`src/rtl/ls_port_arbiter.sv`:
```
// -----------------------------------------------------------------------------
// ls_port_arbiter
//
// Shares the single data-SRAM port between the instruction-fetch requester and
// the MEM1 load/store requester. One transaction is outstanding at a time.
// Data has priority over fetch; a starve counter lets a waiting fetch win once
// STARVE_MAX consecutive data grants have gone by while fetch was requesting.
//
// Ports
//   clk, rst              : single clock, synchronous active-high reset
//   i_req_i / i_addr_i    : fetch request, held stable until i_gnt_o
//   i_gnt_o               : fetch request accepted by the port this cycle
//   i_rvalid_o/i_rdata_o  : fetch response (suppressed after a flush)
//   d_req_i, d_we_i,
//   d_be_n_i, d_addr_i,
//   d_wdata_i             : load/store request, held stable until d_gnt_o
//   d_gnt_o               : data request accepted by the port this cycle
//   d_rvalid_o/d_rdata_o  : load data or store acknowledge (raw word to MEM2)
//   flush_i               : pipeline redirect, discards the in-flight fetch
//   mem_*                 : SRAM port (req/gnt handshake, rvalid response)
// -----------------------------------------------------------------------------
module ls_port_arbiter #(
  parameter int STARVE_MAX = 4
) (
  input  logic        clk,
  input  logic        rst,

  input  logic        i_req_i,
  input  logic [31:0] i_addr_i,
  output logic        i_gnt_o,
  output logic        i_rvalid_o,
  output logic [31:0] i_rdata_o,

  input  logic        d_req_i,
  input  logic        d_we_i,
  input  logic [3:0]  d_be_n_i,
  input  logic [31:0] d_addr_i,
  input  logic [31:0] d_wdata_i,
  output logic        d_gnt_o,
  output logic        d_rvalid_o,
  output logic [31:0] d_rdata_o,

  input  logic        flush_i,

  output logic        mem_req_o,
  output logic        mem_we_o,
  output logic [3:0]  mem_be_n_o,
  output logic [31:0] mem_addr_o,
  output logic [31:0] mem_wdata_o,
  input  logic        mem_gnt_i,
  input  logic        mem_rvalid_i,
  input  logic [31:0] mem_rdata_i
);

  localparam int            SW   = $clog2(STARVE_MAX + 1);
  localparam logic [SW-1:0] SMAX = SW'(STARVE_MAX);

  typedef enum logic [1:0] {
    IDLE = 2'd0,
    REQ  = 2'd1,
    BUSY = 2'd2
  } state_t;

  state_t        state_q, state_d;
  logic          sel_q, sel_d;      // 0 = fetch owns the port, 1 = data
  logic [SW-1:0] scnt_q, scnt_d;
  logic          drop_q, drop_d;

  logic win_sel;   // arbitration result, only meaningful in IDLE
  logic cur_sel;   // requester currently driving the port
  logic issue;     // port request asserted this cycle
  logic fire;      // port request accepted this cycle
  logic resp;      // response for the outstanding transaction

  // Data wins contention unless fetch has been passed over STARVE_MAX times.
  always_comb begin
    if (i_req_i && d_req_i) win_sel = (scnt_q != SMAX);
    else                    win_sel = d_req_i;
  end

  // Once issued without a grant, the selection stays locked in REQ so a late
  // data request cannot replace a fetch already presented on the port.
  assign issue   = ((state_q == IDLE) && (i_req_i || d_req_i)) || (state_q == REQ);
  assign cur_sel = (state_q == REQ) ? sel_q : win_sel;
  assign fire    = issue && mem_gnt_i;
  assign resp    = (state_q == BUSY) && mem_rvalid_i;

  // Port mux and requester handshakes.
  // NOTE: every output of a combinational block gets a default first so that
  // no path through the block leaves it unassigned, which would infer a latch.
  always_comb begin
    mem_req_o   = 1'b0;
    mem_we_o    = 1'b0;
    mem_be_n_o  = 4'h0;
    mem_addr_o  = 32'h0;
    mem_wdata_o = 32'h0;
    i_gnt_o     = 1'b0;
    d_gnt_o     = 1'b0;
    if (issue) begin
      mem_req_o = 1'b1;
      if (cur_sel) begin
        mem_we_o    = d_we_i;
        mem_be_n_o  = d_be_n_i;
        mem_addr_o  = d_addr_i;
        mem_wdata_o = d_wdata_i;
      end else begin
        mem_be_n_o  = 4'hF;
        mem_addr_o  = i_addr_i;
      end
      i_gnt_o = mem_gnt_i && !cur_sel;
      d_gnt_o = mem_gnt_i &&  cur_sel;
    end
  end

  // Response routing back to the issuer of the outstanding transaction.
  always_comb begin
    i_rvalid_o = 1'b0;
    i_rdata_o  = 32'h0;
    d_rvalid_o = 1'b0;
    d_rdata_o  = 32'h0;
    if (resp) begin
      if (sel_q) begin
        d_rvalid_o = 1'b1;
        d_rdata_o  = mem_rdata_i;
      end else begin
        // A flush in the response cycle swallows it just like an earlier one.
        i_rvalid_o = !drop_q && !flush_i;
        i_rdata_o  = mem_rdata_i;
      end
    end
  end

  // Next-state logic.
  always_comb begin
    state_d = state_q;
    sel_d   = sel_q;
    scnt_d  = scnt_q;
    drop_d  = drop_q;

    case (state_q)
      IDLE: begin
        if (issue) begin
          sel_d   = win_sel;
          state_d = mem_gnt_i ? BUSY : REQ;
        end
      end
      REQ: begin
        if (mem_gnt_i) state_d = BUSY;
        if (flush_i && !sel_q) drop_d = 1'b1;
      end
      BUSY: begin
        if (mem_rvalid_i) begin
          state_d = IDLE;
          drop_d  = 1'b0;
        end else if (flush_i && !sel_q) begin
          // The granted fetch still completes on the port; only its
          // response is discarded.
          drop_d = 1'b1;
        end
      end
      default: state_d = IDLE;
    endcase

    // Starve counter: only counts data grants that overtook a waiting fetch.
    if (!i_req_i) begin
      scnt_d = '0;
    end else if (fire && !cur_sel) begin
      scnt_d = '0;
    end else if (fire && cur_sel) begin
      scnt_d = (scnt_q == SMAX) ? SMAX : scnt_q + SW'(1);
    end
  end

  // NOTE: sequential state uses non-blocking assignments so every register
  // samples the pre-edge values, independent of statement order.
  always_ff @(posedge clk) begin
    if (rst) begin
      state_q <= IDLE;
      sel_q   <= 1'b0;
      scnt_q  <= '0;
      drop_q  <= 1'b0;
    end else begin
      state_q <= state_d;
      sel_q   <= sel_d;
      scnt_q  <= scnt_d;
      drop_q  <= drop_d;
    end
  end

endmodule

```
`config.mk`:
```
export PLATFORM = sky130hd
export DESIGN_NAME = ls_port_arbiter
export DESIGN_NICKNAME = d
export VERILOG_FILES = /design/src/rtl/ls_port_arbiter.sv
export SDC_FILE = /design/constraint.sdc
export NUM_CORES = 1
export LEC_CHECK = 0
export ABC_AREA = 1
export CORE_AREA = 2 2 106 108
export CTS_CLUSTER_DIAMETER = 50
export DETAILED_ROUTE_END_ITERATION = 12
export DIE_AREA = 0 0 108 110
export DONT_BUFFER_PORTS = 1
export PLACE_DENSITY = 0.33
export SLEW_MARGIN = 20
export SYNTH_ARGS = -nofsm -noshare
export SYNTH_HDL_FRONTEND = slang
export SYNTH_SLANG_ARGS = --single-unit
```
`constraint.sdc`:
```
create_clock -name clk -period 2.2 [get_ports clk]
set_input_delay 0.33 -clock clk [delete_from_list [all_inputs] [get_ports clk]]
set_output_delay 0.33 -clock clk [all_outputs]
set_load 0.005 [all_outputs]
```
==> out/qor_table.md, run 1 <==
| Quantity | This run |
| --- | --- |
| Met3 track demand over resource | 0.0123 |
| Non-filler instance count after layout | 510 |
| Worst path cell trace | inv_1 -> ha_1 -> inv_2 -> buf_12 -> nand3_4 -> buf_12 -> clkinvlp_4 -> nor2_2 |
| Post-Route Skew | 0.00332 ns |
| # Max-Cap Violations | 0 |
| Antenna diode count | 0 |
| Initial DRC Count | 125 |
| Final standard cell area without fillers | 2080 um2 |
| Setup slack after placement | 0.270 ns |
| Fin. max-slew vios | 0 |
| Met1 capacity usage during global routing | 0.0960 |
| Class of the tightest hold or removal check | in -> reg |
| Area added between synthesis and finish | 24.1% |
| Cell depth of the worst flop-to-flop path | 11 |
| Result of the run | finished clean |
| Fillers | 1253 |
| Vias per cell | 4.53 |
| Area share of the largest cell type after synthesis | 0.400 |
| Layout Utilization | 0.195 |
| Worst R2R Start | state_q[1]$_SDFFE_PP0P_ |
| Critical-path maximum fanout | 35 |
| Hold-fix buffer count after cts | 0 |
| Clock transition time at the flip-flop clock pins of the worst setup and hold paths | 0.04 ns |
| Highest clock rate | 473 MHz |
| Critical path's most frequent cell | sky130_fd_sc_hd__buf_12 |
| Top_reg_cell synth | sky130_fd_sc_hd__dfxtp_1 |
| Number of flops mapped to enable cells by yosys | 0 |
| Post-route fraction of the period consumed by the critical path | 0.962 |
| Number of antenna violations at the first check in global routing | 0 |
| Type of the worst setup path | reg -> out |
| Power Density | 896 nW/um2 |
| Slew Limit Headroom | 0.795 |
| Die H | 110 um |
| Nets | 516 |
| Critical path's largest stage delay | 0.33 ns |
| Most frequent cell after synthesis | sky130_fd_sc_hd__nor2_1 |
| CTS Buf Count | 3 |
| Wire length of the first global-routing pass | 9.16 mm |
| CTS root buffer | sky130_fd_sc_hd__clkbuf_8 |
| Gr busiest metal | met2 |
| Count of standard-cell rows | 38 |
| Fraction of met2 tracks used by global routing | 0.214 |
| Length of the first detailed-routing pass in iterations | 4 |
| Switching part of the total | 0.565 |
| Async SR Flop Fraction | 0 |
| Final critical path time including I/O delays and setup | 2.12 ns |
| Area of placed instances | 1820 um2 |
| DPL Wire Length | 6.05 mm |
| Nets in the synthesized netlist | 519 |
| Chip Width | 108 um |
| Clock Power Share | 0.101 |
| Crit path setup slack, layout | 0.0839 ns |
| Element type at the critical path end | output pin |
| Sinks on Clock Net | 7 |
| # IOs | 278 |
| Part of the Yosys area used for sequential elements | 0.0834 |
| Layout cells sized above 1 | 0.0811 |
| Count of unique library cells instantiated by Yosys | 21 |
| Total overflow reported by the global router | 0 |
| IO buf count | 0 |
| Routability cong. | 0.816 |
| Max Root-Sink Buffers | 2 |
| GRT Resource Usage Total | 0.0981 |
| Number of remaining DRC errors | 0 |
| Startpoint of the most critical setup path | state_q[1]$_SDFFE_PP0P_ |
| Largest net degree at the start of global routing | 70 |
| Total of warnings raised by yosys | 0 |
| Routed via count | 2310 |
| Unrepaired setup endpoints after global routing | yes |
| Drt total wl | 8.10 mm |
| Worst-Skew Late Latency | 0.23 ns |
| Worst Tran Pin Value | 0.307 ns |
| Cell type of the slowest stage on the worst timing path | sky130_fd_sc_hd__dfxtp_2 |
| VDD IR-drop max | 0.000338 V |
| Final setup violation count | 0 |
| Leakage Power | 1.10 nW |
| Number of nets still failing antenna checks after routing | 0 |
| Effective utilization at floorplan | 0.157 |
| Share of power burned in registers | 0.094 |
| Mean routed wirelength per cell | 15.9 um |
| Hold Vio Cnt, Final | 0 |
| Level count of the clock H-tree | 1 |
| Critical Path RT | 1.87 ns |
| Worst Hold Depth | 1 |
| Combinational Power Share | 0.804 |
| Mean Syn Cell Area | 4.49 um2 |
| P_int | 814 uW |
| Signal arrival time at the worst endpoint | 1.79 ns |
| Final hold slack | 0.162 ns |
| Hold Crit Start | rst |
| Core Region | 10700 um2 |
| Largest area contributor in the synthesized netlist | sky130_fd_sc_hd__nor2_1 |
| Reg2reg end | state_q[1]$_SDFFE_PP0P_ |
| Number of standard cells after synthesis | 374 |
| Most frequent cells after synthesis | 179 x sky130_fd_sc_hd__nor2_1, 55 x sky130_fd_sc_hd__nand2_1, 51 x sky130_fd_sc_hd__inv_1 |
| Die ar. | 11900 um2 |
| Power spent charging and discharging nets | 1.05 mW |
| Netlist Area Pre-Place | 1680 um2 |
| Vias in the first global route | 1820 |
| Clock tree from TritonCTS | done |
| Area contributors post-synth | sky130_fd_sc_hd__nor2_1 40%, sky130_fd_sc_hd__nand2_1 12%, sky130_fd_sc_hd__inv_1 11%, sky130_fd_sc_hd__o21ai_0 9.8%, sky130_fd_sc_hd__dfxtp_1 8.3% |
| Synth Register Bits | 7 |
| R2r setup slk | 0.42 ns |
| Startpoint types | flip-flop |
| Placed Instances | 497 |
| Hold path endpoint | state_q[0]$_SDFFE_PP0P_ |
==> repair_timing <==
action,4_1_cts,5_1_grt
buffers inserted,0,3
endpoints found under the setup margin,0,48
gates resized for setup,0,13
hold endpoints to repair,0,0
==> worst max-delay path by stage <==
stage                           endpoint  slack, ns  cells after the start
after global placement     mem_be_n_o[1]       0.25                      7
after global routing       mem_be_n_o[1]      -0.04                      8
after floorplan           mem_addr_o[10]       0.48                     10
after detailed placement   mem_be_n_o[1]       0.27                      7
after CTS                  mem_be_n_o[1]       0.01                      7
final                      mem_be_n_o[1]       0.08                      8
==> per-stage QoR <==
step / setup TNS, ns / power, mW
finish: 0 / 1.87
global route: -0.197 / 2.07
CTS: 0 / 1.59
detailed placement: 0 / 1.40
global placement: 0 / 1.39
floorplan: 0 / 1.16
==> power by group through the flow <==
stage          Sequential (mW)  Clock, mW  Combinational [mW]
2_1_floorplan            0.170          0               0.994
3_3_place_gp             0.175          0                1.22
3_5_place_dp             0.177          0                1.22
4_1_cts                  0.175      0.193                1.22
5_1_grt                  0.183      0.196                1.69
6_report                 0.176      0.189                1.50
==> state kept, by name, indices dropped and copies added, names as in the netlist <==
name,flops
drop_q,1
scnt_q,3
sel_q,1
state_q,2
==> layout make-up <==
| class | count | area, um2 | area share |
|---|---|---|---|
| multi-input cells | 292 | 1240 | 0.597 |
| repair buffers | 15 | 279 | 0.134 |
| inverters | 52 | 199 | 0.0954 |
| well taps | 140 | 175 | 0.0840 |
| flip-flops and latches | 7 | 143 | 0.0684 |
| clock buffers | 4 | 45.0 | 0.0216 |
==> critical path, delay by kind of cell, from the launching register on <==
kind	cells	cell delay, ns
buffers and inverters	5	0.68
AND/OR/NAND/NOR	2	0.33
adder cells (fa/ha/maj)	1	0.20
flip-flops	1	0.33
==> cell families (layout without fill, tap and decap cells) <==
kind of cell | count (synthesis) | in the layout | share of synthesized area
fa+ha+maj | 5 | 5 | 0.0372
compound gates | 43 | 43 | 0.130
simple gates | 244 | 244 | 0.561
buf+inv | 75 | 71 | 0.188
flops | 7 | 7 | 0.0834
==> metal layers <==
metal / wire length, um / vias to the layer above
met3: 709 / 6
met2: 4400 / 179
met1: 2910 / 1027
li1: - / 1098
met5: 0 / -
met4: 87 / 0
==> cells in the final DEF (no fill, tap or decap) <==
cell type,n
sky130_fd_sc_hd__inv_1,50
sky130_fd_sc_hd__nor3_1,1
sky130_fd_sc_hd__dfxtp_1,5
sky130_fd_sc_hd__dfxtp_2,2
sky130_fd_sc_hd__clkbuf_1,1
sky130_fd_sc_hd__a211oi_1,1
sky130_fd_sc_hd__a31oi_1,1
sky130_fd_sc_hd__clkbuf_8,3
sky130_fd_sc_hd__or2_2,1
sky130_fd_sc_hd__nand4_1,1
sky130_fd_sc_hd__nor2_2,4
sky130_fd_sc_hd__o21ai_1,2
sky130_fd_sc_hd__ha_1,4
sky130_fd_sc_hd__buf_12,6
sky130_fd_sc_hd__clkinvlp_4,1
sky130_fd_sc_hd__o21ai_0,32
sky130_fd_sc_hd__nand2_1,55
sky130_fd_sc_hd__a21oi_1,7
sky130_fd_sc_hd__nor2_4,1
sky130_fd_sc_hd__ha_2,1
sky130_fd_sc_hd__inv_2,1
sky130_fd_sc_hd__nor2_1,175
sky130_fd_sc_hd__clkbuf_16,5
sky130_fd_sc_hd__nand3_4,1
sky130_fd_sc_hd__nand3_1,5
sky130_fd_sc_hd__buf_4,3
sky130_fd_sc_hd__buf_6,1
Note: power is estimated with default switching activity, not from simulation.
==> run 2: changes to the inputs <==
CTS_CLUSTER_DIAMETER = 100   (was 50)
==> results of run 2 <==
No change in the layout: final DEF, timing and power equal those of run 1.
==> run 3: changes to the inputs <==
CAP_MARGIN = 20   (was unset)
==> results of run 3 <==
No change in the layout: final DEF, timing and power equal those of run 1.
